$ cat config.mk
export PLATFORM = sky130hd
export DESIGN_NAME = warehouse_table
export DESIGN_NICKNAME = d
export VERILOG_FILES = /design/src/rtl/warehouse_table.sv
export SDC_FILE = /design/constraint.sdc
export NUM_CORES = 1
export LEC_CHECK = 0
export CAP_MARGIN = 20
export CORE_ASPECT_RATIO = 0.8
export CORE_UTILIZATION = 35
export CTS_BUF_LIST = sky130_fd_sc_hd__clkbuf_4
export CTS_CLUSTER_DIAMETER = 100
export DETAILED_ROUTE_END_ITERATION = 8
export PLACE_DENSITY = 0.48
export SLEW_MARGIN = 20
export SYNTH_ARGS = -nofsm -noshare
export SYNTH_HDL_FRONTEND = slang
export SYNTH_SLANG_ARGS = --single-unit
$ cat constraint.sdc
create_clock -name sys_clk -period 3.7 [get_ports sys_clk]
set_input_delay 0.74 -clock sys_clk [delete_from_list [all_inputs] [get_ports sys_clk]]
set_output_delay 0.74 -clock sys_clk [all_outputs]
set_load 0.02 [all_outputs]
$ cat src/rtl/warehouse_table.sv
`default_nettype none
// ============================================================================
// Module   : warehouse_table
// Brief    : Flop-based table of {vld, id, x, y, dir} entries. A request
//            triggers a sequential scan from index 0 upward. The lowest
//            valid entry whose id matches wins. The block returns a
//            one-cycle response carrying the coordinates, or zeros on a miss.
// Revision : 1.0 - initial release
// ============================================================================
module warehouse_table #(
    parameter  int N_SLOTS = 24,
    parameter  int ID_W    = 6,
    parameter  int X_W     = 9,
    parameter  int Y_W     = 8,
    parameter  int DIR_W   = 12,
    localparam int IDX_W   = $clog2(N_SLOTS)
) (
    input  logic             sys_clk,
    input  logic             sys_rst_n,
    input  logic             req_valid,
    input  logic [ID_W-1:0]  req_id,
    output logic             req_ready,
    input  logic             wr_en,
    input  logic [IDX_W-1:0] wr_idx,
    input  logic [ID_W-1:0]  wr_id,
    input  logic [X_W-1:0]   wr_x,
    input  logic [Y_W-1:0]   wr_y,
    input  logic [DIR_W-1:0] wr_dir,
    output logic             rsp_valid,
    output logic             rsp_hit,
    output logic [X_W-1:0]   x_out,
    output logic [Y_W-1:0]   y_out,
    output logic [DIR_W-1:0] dir_out,
    output logic             busy
);

    typedef enum logic [1:0] {
        IDLE = 2'd0,
        SCAN = 2'd1,
        RESP = 2'd2
    } state_t;

    // One extra bit so that N_SLOTS itself is representable for the range check
    localparam logic [IDX_W:0]   c_n_slots = (IDX_W+1)'(N_SLOTS);
    localparam logic [IDX_W-1:0] c_last    = IDX_W'(N_SLOTS - 1);

    // Table storage
    logic             r_vld [N_SLOTS];
    logic [ID_W-1:0]  r_id  [N_SLOTS];
    logic [X_W-1:0]   r_x   [N_SLOTS];
    logic [Y_W-1:0]   r_y   [N_SLOTS];
    logic [DIR_W-1:0] r_dir [N_SLOTS];

    // Scan control and result registers
    state_t           r_state;
    state_t           w_state_next;
    logic [IDX_W-1:0] r_k;
    logic [ID_W-1:0]  r_req_id;
    logic             r_hit;
    logic [X_W-1:0]   r_x_out;
    logic [Y_W-1:0]   r_y_out;
    logic [DIR_W-1:0] r_dir_out;

    logic             w_wr_ok;
    logic             w_hit;
    logic             w_last;

    // Out-of-range indices are dropped here, so they never touch the array
    assign w_wr_ok = wr_en && ({1'b0, wr_idx} < c_n_slots);

    // The compare reads registered contents, so a same-cycle write to entry k
    // only becomes visible after this compare
    assign w_hit   = r_vld[r_k] && (r_id[r_k] == r_req_id);
    assign w_last  = (r_k == c_last);

    // Table write port; reset invalidates and clears every entry
    always_ff @(posedge sys_clk or negedge sys_rst_n) begin
        if (!sys_rst_n) begin
            for (int i = 0; i < N_SLOTS; i++) begin
                r_vld[i] <= 1'b0;
                r_id[i]  <= '0;
                r_x[i]   <= '0;
                r_y[i]   <= '0;
                r_dir[i] <= '0;
            end
        end else if (w_wr_ok) begin
            r_vld[wr_idx] <= 1'b1;
            r_id[wr_idx]  <= wr_id;
            r_x[wr_idx]   <= wr_x;
            r_y[wr_idx]   <= wr_y;
            r_dir[wr_idx] <= wr_dir;
        end
    end

    // FSM state register; reset aborts any scan in flight
    always_ff @(posedge sys_clk or negedge sys_rst_n) begin
        if (!sys_rst_n) begin
            r_state <= IDLE;
        end else begin
            r_state <= w_state_next;
        end
    end

    // Next-state and handshake outputs
    always_comb begin
        w_state_next = r_state;
        req_ready    = 1'b0;
        rsp_valid    = 1'b0;
        case (r_state)
            IDLE: begin
                req_ready = 1'b1;
                if (req_valid) begin
                    w_state_next = SCAN;
                end
            end
            SCAN: begin
                if (w_hit || w_last) begin
                    w_state_next = RESP;
                end
            end
            RESP: begin
                rsp_valid    = 1'b1;
                w_state_next = IDLE;
            end
            default: begin
                w_state_next = IDLE;
            end
        endcase
    end

    assign busy = !req_ready;

    // Scan index, latched request ID and result registers (held between responses)
    always_ff @(posedge sys_clk or negedge sys_rst_n) begin
        if (!sys_rst_n) begin
            r_k       <= '0;
            r_req_id  <= '0;
            r_hit     <= 1'b0;
            r_x_out   <= '0;
            r_y_out   <= '0;
            r_dir_out <= '0;
        end else begin
            if (r_state == IDLE) begin
                if (req_valid) begin
                    r_req_id <= req_id;
                    r_k      <= '0;
                end
            end else if (r_state == SCAN) begin
                if (w_hit) begin
                    r_hit     <= 1'b1;
                    r_x_out   <= r_x[r_k];
                    r_y_out   <= r_y[r_k];
                    r_dir_out <= r_dir[r_k];
                end else if (w_last) begin
                    r_hit     <= 1'b0;
                    r_x_out   <= '0;
                    r_y_out   <= '0;
                    r_dir_out <= '0;
                end else begin
                    r_k <= r_k + 1'b1;
                end
            end
        end
    end

    assign rsp_hit = r_hit;
    assign x_out   = r_x_out;
    assign y_out   = r_y_out;
    assign dir_out = r_dir_out;

endmodule
`default_nettype wire

After elaboration in Yosys (flattened, before gate mapping). Index checks and enable logic that the tools add are counted.

Add/subtract/negate cells: 1. $lt $le $gt $ge: 4. Reductions and logical operators: 12. Mux-type cells: 47. Equal/unequal tests: 8. Bitwise logic cells: 4.

Operators with widths (number): bitwise mux 288 bit (1); bitwise mux 216 bit (1); bitwise mux 192 bit (1); bitwise mux 144 bit (1); binary-select mux 12 bit (select 5 bit) (1); demux 12 bit (select 5 bit) (1); two-way mux 12 bit (5); binary-select mux 9 bit (select 5 bit) (1); demux 9 bit (select 5 bit) (1); two-way mux 9 bit (5); binary-select mux 8 bit (select 5 bit) (1); demux 8 bit (select 5 bit) (1); two-way mux 8 bit (5); binary-select mux 6 bit (select 5 bit) (1); demux 6 bit (select 5 bit) (1); two-way mux 5 bit (5); OR 24 bit (1); two-way mux 6 bit (3); greater-or-equal comparator 6 bit (second input constant) (2); inverter 5 -> 6 bit (2); two-way mux 1 bit (7); == test 6 bit (1); < comparator 6 x 1 -> 1 bit (second input constant) (1); adder 5 x 1 -> 5 bit (second input constant) (1); other kinds (19) (26).

Output and inout bits: 33. Register bits after elaboration: 907.

Longest topological paths before layout. Gate-level depths: netlist (run 1).

Depth after elaboration: 9. Gate-level depth with buffers: 13. Gate-level depth less buffers: 8.

Worst setup path after synthesis (run 1). Ideal clock, no wire load.

Kind: input-to-reg. Start point: input wr_idx[3]. End point: register r_dir[86] (netlist name). Library setup time: 125 ps. Slack: 663 ps. Cell stages on the path: 7. Buffers on the path: 3. Arrival time: 2912 ps. Path through: clkbuf_1 a21boi_0 or3b_1 clkbuf_1 nor4b_2 buf_2 mux2_2.

Cells in the longest elaborated chain, start to end: 6. Elaborated cells on any way between the ends: 9. Classes of those cells: order compare: 3; mux: 3; bitwise: 1; reduce/logical: 2.

Ends and longest elaborated chain: from (decl) (RTL line 24) `input logic [IDX_W-1:0] wr_idx,`; inverter 5 -> 6 bit (implied by the code) (RTL line 91) `r_dir[wr_idx] <= wr_dir;`; greater-or-equal comparator 6 bit (implied by the code) / < comparator 6 x 1 -> 1 bit (equally long branches) (RTL line 91); logical AND 1 bit (implied by the code) (RTL line 91); two-way mux 12 bit (implied by the code) (RTL line 91); demux 12 bit (select 5 bit) (RTL line 91); bitwise mux 288 bit (RTL line 91); to (signal, indexed assignment) (RTL line 91); to (decl) (RTL line 52) `logic [DIR_W-1:0] r_dir [N_SLOTS];`.

Parallel ways exist; a longest one is shown, timed or not. A chain may end at the register's enable or synchronous reset.

Worst setup path after layout (run 1).
Start point: register r_k[1]. End point: register r_k[1].

Cells in the longest elaborated chain, start to end: 8. Elaborated cells on any way between the ends: 18. Classes of those cells: add/sub: 1; eq/ne: 4; mux: 10; bitwise: 1; reduce/logical: 2.

Ends and longest elaborated chain: from (decl) (RTL line 57) `logic [IDX_W-1:0] r_k;`; from (signal assigned) (RTL line 160) `r_k <= r_k + 1'b1;`; inverter 5 -> 6 bit (implied by the code) (RTL line 73) `assign w_hit = r_vld[r_k] && (r_id[r_k] == r_req_id);`; binary-select mux 6 bit (select 5 bit) (RTL line 73); two-way mux 6 bit (implied by the code) (2 in series) (RTL line 73); == test 6 bit (RTL line 73); logical AND 1 bit (RTL line 73); inequality test 2 x 1 -> 1 bit (no source line); AND reduction 4 bit (no source line).

Parallel ways exist; a longest one is shown, timed or not. The select of a mux whose other input is x is not followed.

==> impl_metrics.json, run 1 <==
{
  "syn_area_um2": 40700,
  "dpl.cell_count": 4003,
  "start_util_pct": 35.4,
  "numCtsBuffers": 236,
  "htreeDepth": 4,
  "min_period_ns": 3.40,
  "ios": 83,
  "grt_pass1_wl_mm": 178,
  "slew-limit-headroom_pct": 34.4,
  "fmax_mhz": 294,
  "grt_pass1_vias": 26100,
  "post-route-period-util_pct": 91.9,
  "insertion_delay_ns": 1.17,
  "finalHoldViolCount": 0,
  "yosys.cell_types.count": 59,
  "multi_input_area_um2": 17000,
  "p_leak_nw": 21.8,
  "clockBufferDepth": 3,
  "yosys.area.top_type": "dfrtp_1",
  "drive_gt1_share_pct": 56.0,
  "drc": 8,
  "cts.sinks": 907,
  "final_cells": 4438,
  "highest_layer": "met5",
  "dieArea_um2": 118000,
  "swShare_pct": 31.2,
  "p_switching_mw": 9.87,
  "yosysTopAreaCellShare_pct": 55.7,
  "ys_seq_area_share_pct": 55.7,
  "die_w_um": 383,
  "drv_slew": 0,
  "final_antenna_net_count": 0,
  "yosys_warnings": 0,
  "final_area_um2": 47200,
  "worstPathMaxFanout": 68,
  "maxCapViolations": 0,
  "nNetsFinal": 2775,
  "vdd_drop_max_mv": 0.360,
  "core_um2": 115000,
  "regArea_um2": 22700,
  "startpoint_type": "flip-flop",
  "io_buffers": 82,
  "skew_ns": 0.0484,
  "drt_pass1_iterations": 7,
  "tightest_slew_ns": 0.984,
  "finish.utilization_pct": 41.0,
  "areaGrowthSynthToFinish_pct": 15.9,
  "drt-vias-per-instance": 5.37,
  "setup_violations": 0,
  "detail_route.wl_per_cell_um": 26.7,
  "avgSynthCellArea_um2": 16.2,
  "clock_power_share_pct": 28.3,
  "synthArstFlopShare_pct": 100,
  "reg2reg_setup_slack_ns": 0.30,
  "synth.area.top_cells": "dfrtp_1, mux2_2, mux4_2, clkbuf_1, mux2i_1",
  "antenna_found_initial": 5,
  "fin_tns_setup_ns": 0,
  "dp.final_hpwl_mm": 66.7,
  "synthFlopType": "dfrtp_1",
  "rsz0062_at_grt": "no",
  "clock-root-buffer": "clkbuf_4",
  "n_fill_cell": 10600,
  "seq_power_share_pct": 41.3,
  "hold_ws_ns": 0.145,
  "cts_tree": "yes",
  "wl_met3_mm": 5.79,
  "gr-total-overflow": 0,
  "synth-edff-count": 0,
  "synth.net_count": 2568,
  "power_density_nw_per_um2": 670,
  "hold_class": "in -> async",
  "totalWireLength_mm": 119,
  "die_h_um": 307,
  "clk_pin_slew_ns": 0.07,
  "worst_setup_path_end_kind": "flip-flop",
  "grt_usage_pct": 20.6,
  "crit_type": "reg -> reg",
  "critPathRequiredTime_ns": 4.78,
  "drtIter0Drc": 1363,
  "syn_inst": 2517,
  "run_status": "finished, violations left",
  "vias": 23800,
  "synth_seq_cells": 907,
  "reg2reg_depth": 11,
  "rows": 111,
  "wl_met1_mm": 57.4,
  "violations": "design-rule violations",
  "met2_length_mm": 53.3,
  "grt_max_degree": 103,
  "place_congestion": 0.770,
  "p_int_mw": 21.8,
  "power.share.combinational_pct": 30.4,
  "placed_area_um2": 44000,
  "critPathArrivalTime_ns": 4.48
}
-- placed cells by master (no fill, tap or decap), types with 32 or more instances in the layout --
cell,count
clkbuf_4,369
mux2_2,848
buf_12,46
mux2i_1,40
inv_1,35
mux4_2,234
clkdlybuf4s50_1,81
buf_4,69
dfrtp_1,902
clkinv_1,32
-- worst max-delay path, stage by stage (launching register included) --
cell and delay (ns):
dfrtp_4 0.67, buf_12 0.46, mux4_2 0.39, mux2i_1 0.15, nor2_1 0.06, a211oi_1 0.41, a2111oi_1 0.11, and4_1 0.28
buf_4 0.17, nor3_1 0.19, buf_4 0.17, mux2i_1 0.19
-- cell type report --
cell class / count / share of cell area [%]
repair buffers: 200 / 4.91
well taps: 1525 / 4.04
flip-flops and latches: 907 / 48.1
multi-input cells: 1343 / 36.1
diodes: 11 / 0.0583
clock buffers: 369 / 5.87
clock inverters: 47 / 0.628
inverters: 36 / 0.289
-- per-stage QoR --
step                total power, mW  worst slack, ns
global placement               22.6            0.197
finish                         31.6            0.300
floorplan                      19.6            0.663
global route                   33.5            0.102
detailed placement             22.9           0.0904
CTS                            32.0           0.0308
-- cell usage after synthesis, types with 2 or more instances --
| library cell | n |
|---|---|
| inv_1 | 36 |
| a211oi_1 | 3 |
| o22ai_1 | 31 |
| mux4_2 | 234 |
| nor3b_1 | 6 |
| mux4_1 | 10 |
| dlygate4sd1_1 | 4 |
| a21oi_1 | 2 |
| clkbuf_1 | 169 |
| or2_2 | 7 |
| dfrtp_1 | 907 |
| mux2i_1 | 40 |
| buf_1 | 12 |
| nand3_1 | 7 |
| o21ai_0 | 3 |
| buf_6 | 8 |
| nand2b_1 | 23 |
| a2111oi_0 | 2 |
| xnor2_1 | 2 |
| a22o_1 | 31 |
| a22oi_1 | 3 |
| and3b_1 | 5 |
| nor2b_1 | 6 |
| nor3_1 | 3 |
| mux2_2 | 848 |
| nor2_1 | 14 |
| buf_2 | 31 |
| buf_4 | 6 |
| nand2_1 | 33 |
| o41ai_1 | 2 |
-- flip-flops by register name, summed over array words and instances (netlist names) --
register / flops
r_vld: 24
dir_out: 12
r_k: 5
y_out: 8
r_state: 2
rsp_hit: 1
x_out: 9
r_y: 192
r_dir: 288
r_req_id: 6
r_x: 216
r_id: 144
-- path summary, 6_finish.rpt --
kind                                        from                      end
setup / recovery              r_k[1]$_DFFE_PN0P_       r_k[1]$_DFFE_PN0P_
hold / removal                         sys_rst_n   r_dir[180]$_DFFE_PN0P_
setup reg to reg              r_k[1]$_DFFE_PN0P_       r_k[1]$_DFFE_PN0P_
hold reg to reg            r_vld[12]$_DFFE_PN0P_    r_vld[12]$_DFFE_PN0P_
max in group asynchronous              sys_rst_n     r_y[130]$_DFFE_PN0P_
min in group sys_clk                   req_id[1]  r_req_id[1]$_DFFE_PN0P_
-- metal layers --
| layer | GRT usage, % | vias to the layer above |
|---|---|---|
| met5 | 0 | - |
| met4 | 6.07 | 2 |
| met3 | 4.30 | 170 |
| met2 | 30.6 | 570 |
| met1 | 30.3 | 13100 |
| li1 | - | 9991 |
-- power groups by stage --
stage / combinational (mW) / sequential [mW] / clock, mW
5_1_grt: 10.4 / 13.3 / 9.84
4_1_cts: 9.62 / 13.1 / 9.30
3_5_place_dp: 9.59 / 13.3 / 0
6_report: 9.63 / 13.0 / 8.95
2_1_floorplan: 6.86 / 12.7 / 0
3_3_place_gp: 9.47 / 13.1 / 0
-- cells by family (layout without fill, tap and decap cells) --
group	count (synthesis)	after routing	share of synthesized area, %
AOI/OAI and AO/OA	92	92	1.74
buffers and inverters	267	652	2.85
adders and majority gates	1	1	0.0307
xor gates and xnor gates	3	3	0.0645
DFF	907	907	55.7
muxes	1133	1133	38.1
and+or+nand+nor	114	114	1.53
other	0	11	0
-- timing repair --
action                                 in CTS  in global routing
setup endpoints to repair                   0                 34
setup buffers                               0                  7
endpoints found under the hold margin     113                  0
hold buffers                                1                  0
resized for setup                           0                  1
No activity file was read; power rests on OpenSTA's default activity.
==> run 2: changes to the inputs <==
--- a/config.mk
+++ b/config.mk
@@ -5,6 +5,7 @@
 export SDC_FILE = /design/constraint.sdc
 export NUM_CORES = 1
 export LEC_CHECK = 0
+export ABC_AREA = 1
 export CAP_MARGIN = 20
 export CORE_ASPECT_RATIO = 0.8
 export CORE_UTILIZATION = 35
==> run 2 against run 1 <==
  * The flow now finishes without violations
  * Total power is 4.2% higher
  * First-iteration DRC count is 150% higher
  * Die area is 0.78% lower
  * Count of clock-buffer cells in the layout down 19
  * Synthesized cell count up 91%
  * Critical path depth is 7 lower
  * Sequential share of layout area is 1.6 points higher
  * Core utilization decreased by 1.1 points
  * Highest routed layer is now met4
  * Via count rose by 45%
  * Clock power down 4.9%
==> impl_metrics.json, run 2 <==
{
  "syn_area_um2": 40400,
  "fmax_mhz": 296,
  "insertion_delay_ns": 1.14,
  "path_cells": "nor2_1 > buf_4 > inv_1 > clkdlybuf4s50_1",
  "drtIter0Drc": 3341,
  "ys_seq_area_share_pct": 56.2,
  "regMostFlops": "r_dir",
  "path_delay_family": "buffers and inverters",
  "yosysMostFrequentCell": "nand2_1",
  "detail_route.wl_per_cell_um": 22.1,
  "n_fill_cell": 12000,
  "critical_path_buf_inv_count": 3,
  "p_leak_nw": 20.9,
  "multi_input_area_um2": 15600,
  "cts_tree": "yes",
  "critPathRequiredTime_ns": 2.96,
  "core_um2": 114000,
  "setup_violations": 0,
  "io_buffers": 82,
  "areaGrowthSynthToFinish_pct": 13.1,
  "yosys.cell_types.count": 28,
  "start_util_pct": 35.3,
  "critPathArrivalTime_ns": 2.64,
  "drc": 0,
  "r2r-start": "r_k[0]$_DFFE_PN0P_",
  "synthTopCellsByCount": "nand2_1, o21ai_0, dfrtp_1",
  "final_antenna_net_count": 0,
  "finalHoldViolCount": 0,
  "layout_common_cells": "nand2_1, o21ai_0, dfrtp_1",
  "reg2reg_setup_slack_ns": 0.60,
  "htreeDepth": 4,
  "yosys_warnings": 0,
  "min_period_ns": 3.38,
  "numCtsBuffers": 230,
  "drv_slew": 0,
  "clockBufferDepth": 3,
  "slew-limit-headroom_pct": 24.4,
  "clock-root-buffer": "clkbuf_4",
  "hold_class": "in -> async",
  "skew_ns": 0.0521,
  "tightest_slew_ns": 1.13,
  "final_cells": 6459,
  "gr-total-overflow": 0,
  "dpl.cell_count": 6064,
  "max_stage_delay_ns": 0.65,
  "synth.area.top_cells": "dfrtp_1, o21ai_0, nand2_1, nand3_1, clkbuf_1",
  "crit_type": "reg -> out",
  "reg_top3": "r_dir: 288 flops, r_x: 216 flops, r_y: 192 flops",
  "regArea_um2": 22700,
  "dieArea_um2": 117000,
  "synth_seq_cells": 907,
  "clk_pin_slew_ns": 0.06,
  "synth.net_count": 4847,
  "grt_max_degree": 151,
  "dp.final_hpwl_mm": 78.1,
  "nNetsFinal": 4823,
  "crit-reg2reg-capture": "dir_out[11]$_DFFE_PN0P_",
  "cts_resized": 0,
  "largest_reg_flops": 288,
  "drt-vias-per-instance": 5.37,
  "power_density_nw_per_um2": 721,
  "synth-edff-count": 0,
  "rsz0062_at_grt": "no",
  "drt_pass1_iterations": 8,
  "cpMaxStageDelayCell": "clkdlybuf4s50_1",
  "grt_pass1_vias": 33600,
  "synthFlopType": "dfrtp_1",
  "grt_usage_pct": 24.6,
  "cts.sinks": 907,
  "grt_pass1_wl_mm": 219,
  "yosys.area.top_type": "dfrtp_1",
  "synthArstFlopShare_pct": 100,
  "post-route-period-util_pct": 91.3,
  "reg2reg_depth": 17,
  "antenna_found_initial": 4,
  "worst_setup_path_end_kind": "output pin",
  "drive_gt1_share_pct": 10.4,
  "syn_inst": 4796,
  "mostFrequentLayoutCell": "nand2_1",
  "startpoint_type": "flip-flop",
  "maxCapViolations": 0,
  "run_status": "finished clean",
  "place_congestion": 0.809,
  "vias": 34700,
  "rows": 111,
  "yosysTopAreaCellShare_pct": 56.2,
  "worstPathMaxFanout": 5,
  "die_w_um": 382,
  "fin_tns_setup_ns": 0,
  "avgSynthCellArea_um2": 8.42,
  "ios": 83,
  "die_h_um": 306,
  "totalWireLength_mm": 143,
  "vdd_drop_max_mv": 0.668
}
-- run 2: stage by stage --
stage	total power, mW	hold WS [ns]	util [%]	setup slack [ns]	instance area, um^2
6_report	32.9	0.212	39.9	0.321	45700
5_1_grt	35.2	0.196	39.9	0.241	45700
4_1_cts	33.2	0.124	39.9	0.191	45700
3_5_place_dp	24.5	0.439	37.5	0.598	42900
3_3_place_gp	24.5	0.437	37.5	0.517	42900
2_1_floorplan	20.4	0.423	-	1.60	40400
-- run 2: report_power, final --
part | internal [mW] | switching (mW) | total (mW) | leakage, nW
clock network | 4.25 | 4.26 | 8.51 | 1.70
registers | 11.7 | 1.18 | 12.9 | 11.8
logic | 3.61 | 7.97 | 11.6 | 7.42
-- run 2: layer usage --
layer / up-vias / track usage, % / share of wire [%]
met5: - / 0 / 0
met4: 0 / 8.62 / 2.6
met3: 215 / 3.72 / 5.7
met2: 1107 / 37.1 / 44
met1: 17100 / 35.8 / 48
li1: 16300 / - / -
-- run 2: area by class of cell --
class / count / share of cell area (%)
Sequential cell: 907 / 49.7
Clock inverter: 42 / 0.372
Antenna cell: 2 / 0.0109
Inverter: 138 / 1.17
Tap cell: 1525 / 4.17
Multi-Input combinational cell: 3302 / 34.1
Clock buffer: 350 / 5.75
Timing Repair Buffer: 193 / 4.73
-- run 2: cell families (layout without fill, tap and decap cells) --
logic type	Yosys count	after routing	share of synthesized area (%)
buf+inv	587	723	5.73
simple gates	1954	1954	19.7
compound gates	1347	1347	18.3
flops	907	907	56.2
other cells	0	2	0
fa+ha+maj	1	1	0.0310
-- run 2: worst max-delay path by stage --
stage                                start  depth (start not counted)  slack [ns]                     end
floorplan               r_k[0]$_DFFE_PN0P_                         16        1.60  dir_out[0]$_DFFE_PN0P_
global placement        r_k[0]$_DFFE_PN0P_                          9        0.52    x_out[8]$_DFFE_PN0P_
detailed placement      r_k[0]$_DFFE_PN0P_                          9        0.60    x_out[8]$_DFFE_PN0P_
CTS                 r_state[1]$_DFFE_PN0P_                          3        0.19               rsp_valid
global route        r_state[1]$_DFFE_PN0P_                          4        0.24                    busy
finish              r_state[1]$_DFFE_PN0P_                          4        0.32                    busy
-- run 2: what timing repair did --
action	4_1_cts	5_1_grt
hold buffers	1	0
endpoints found under the hold margin	73	0
setup buffers	0	0
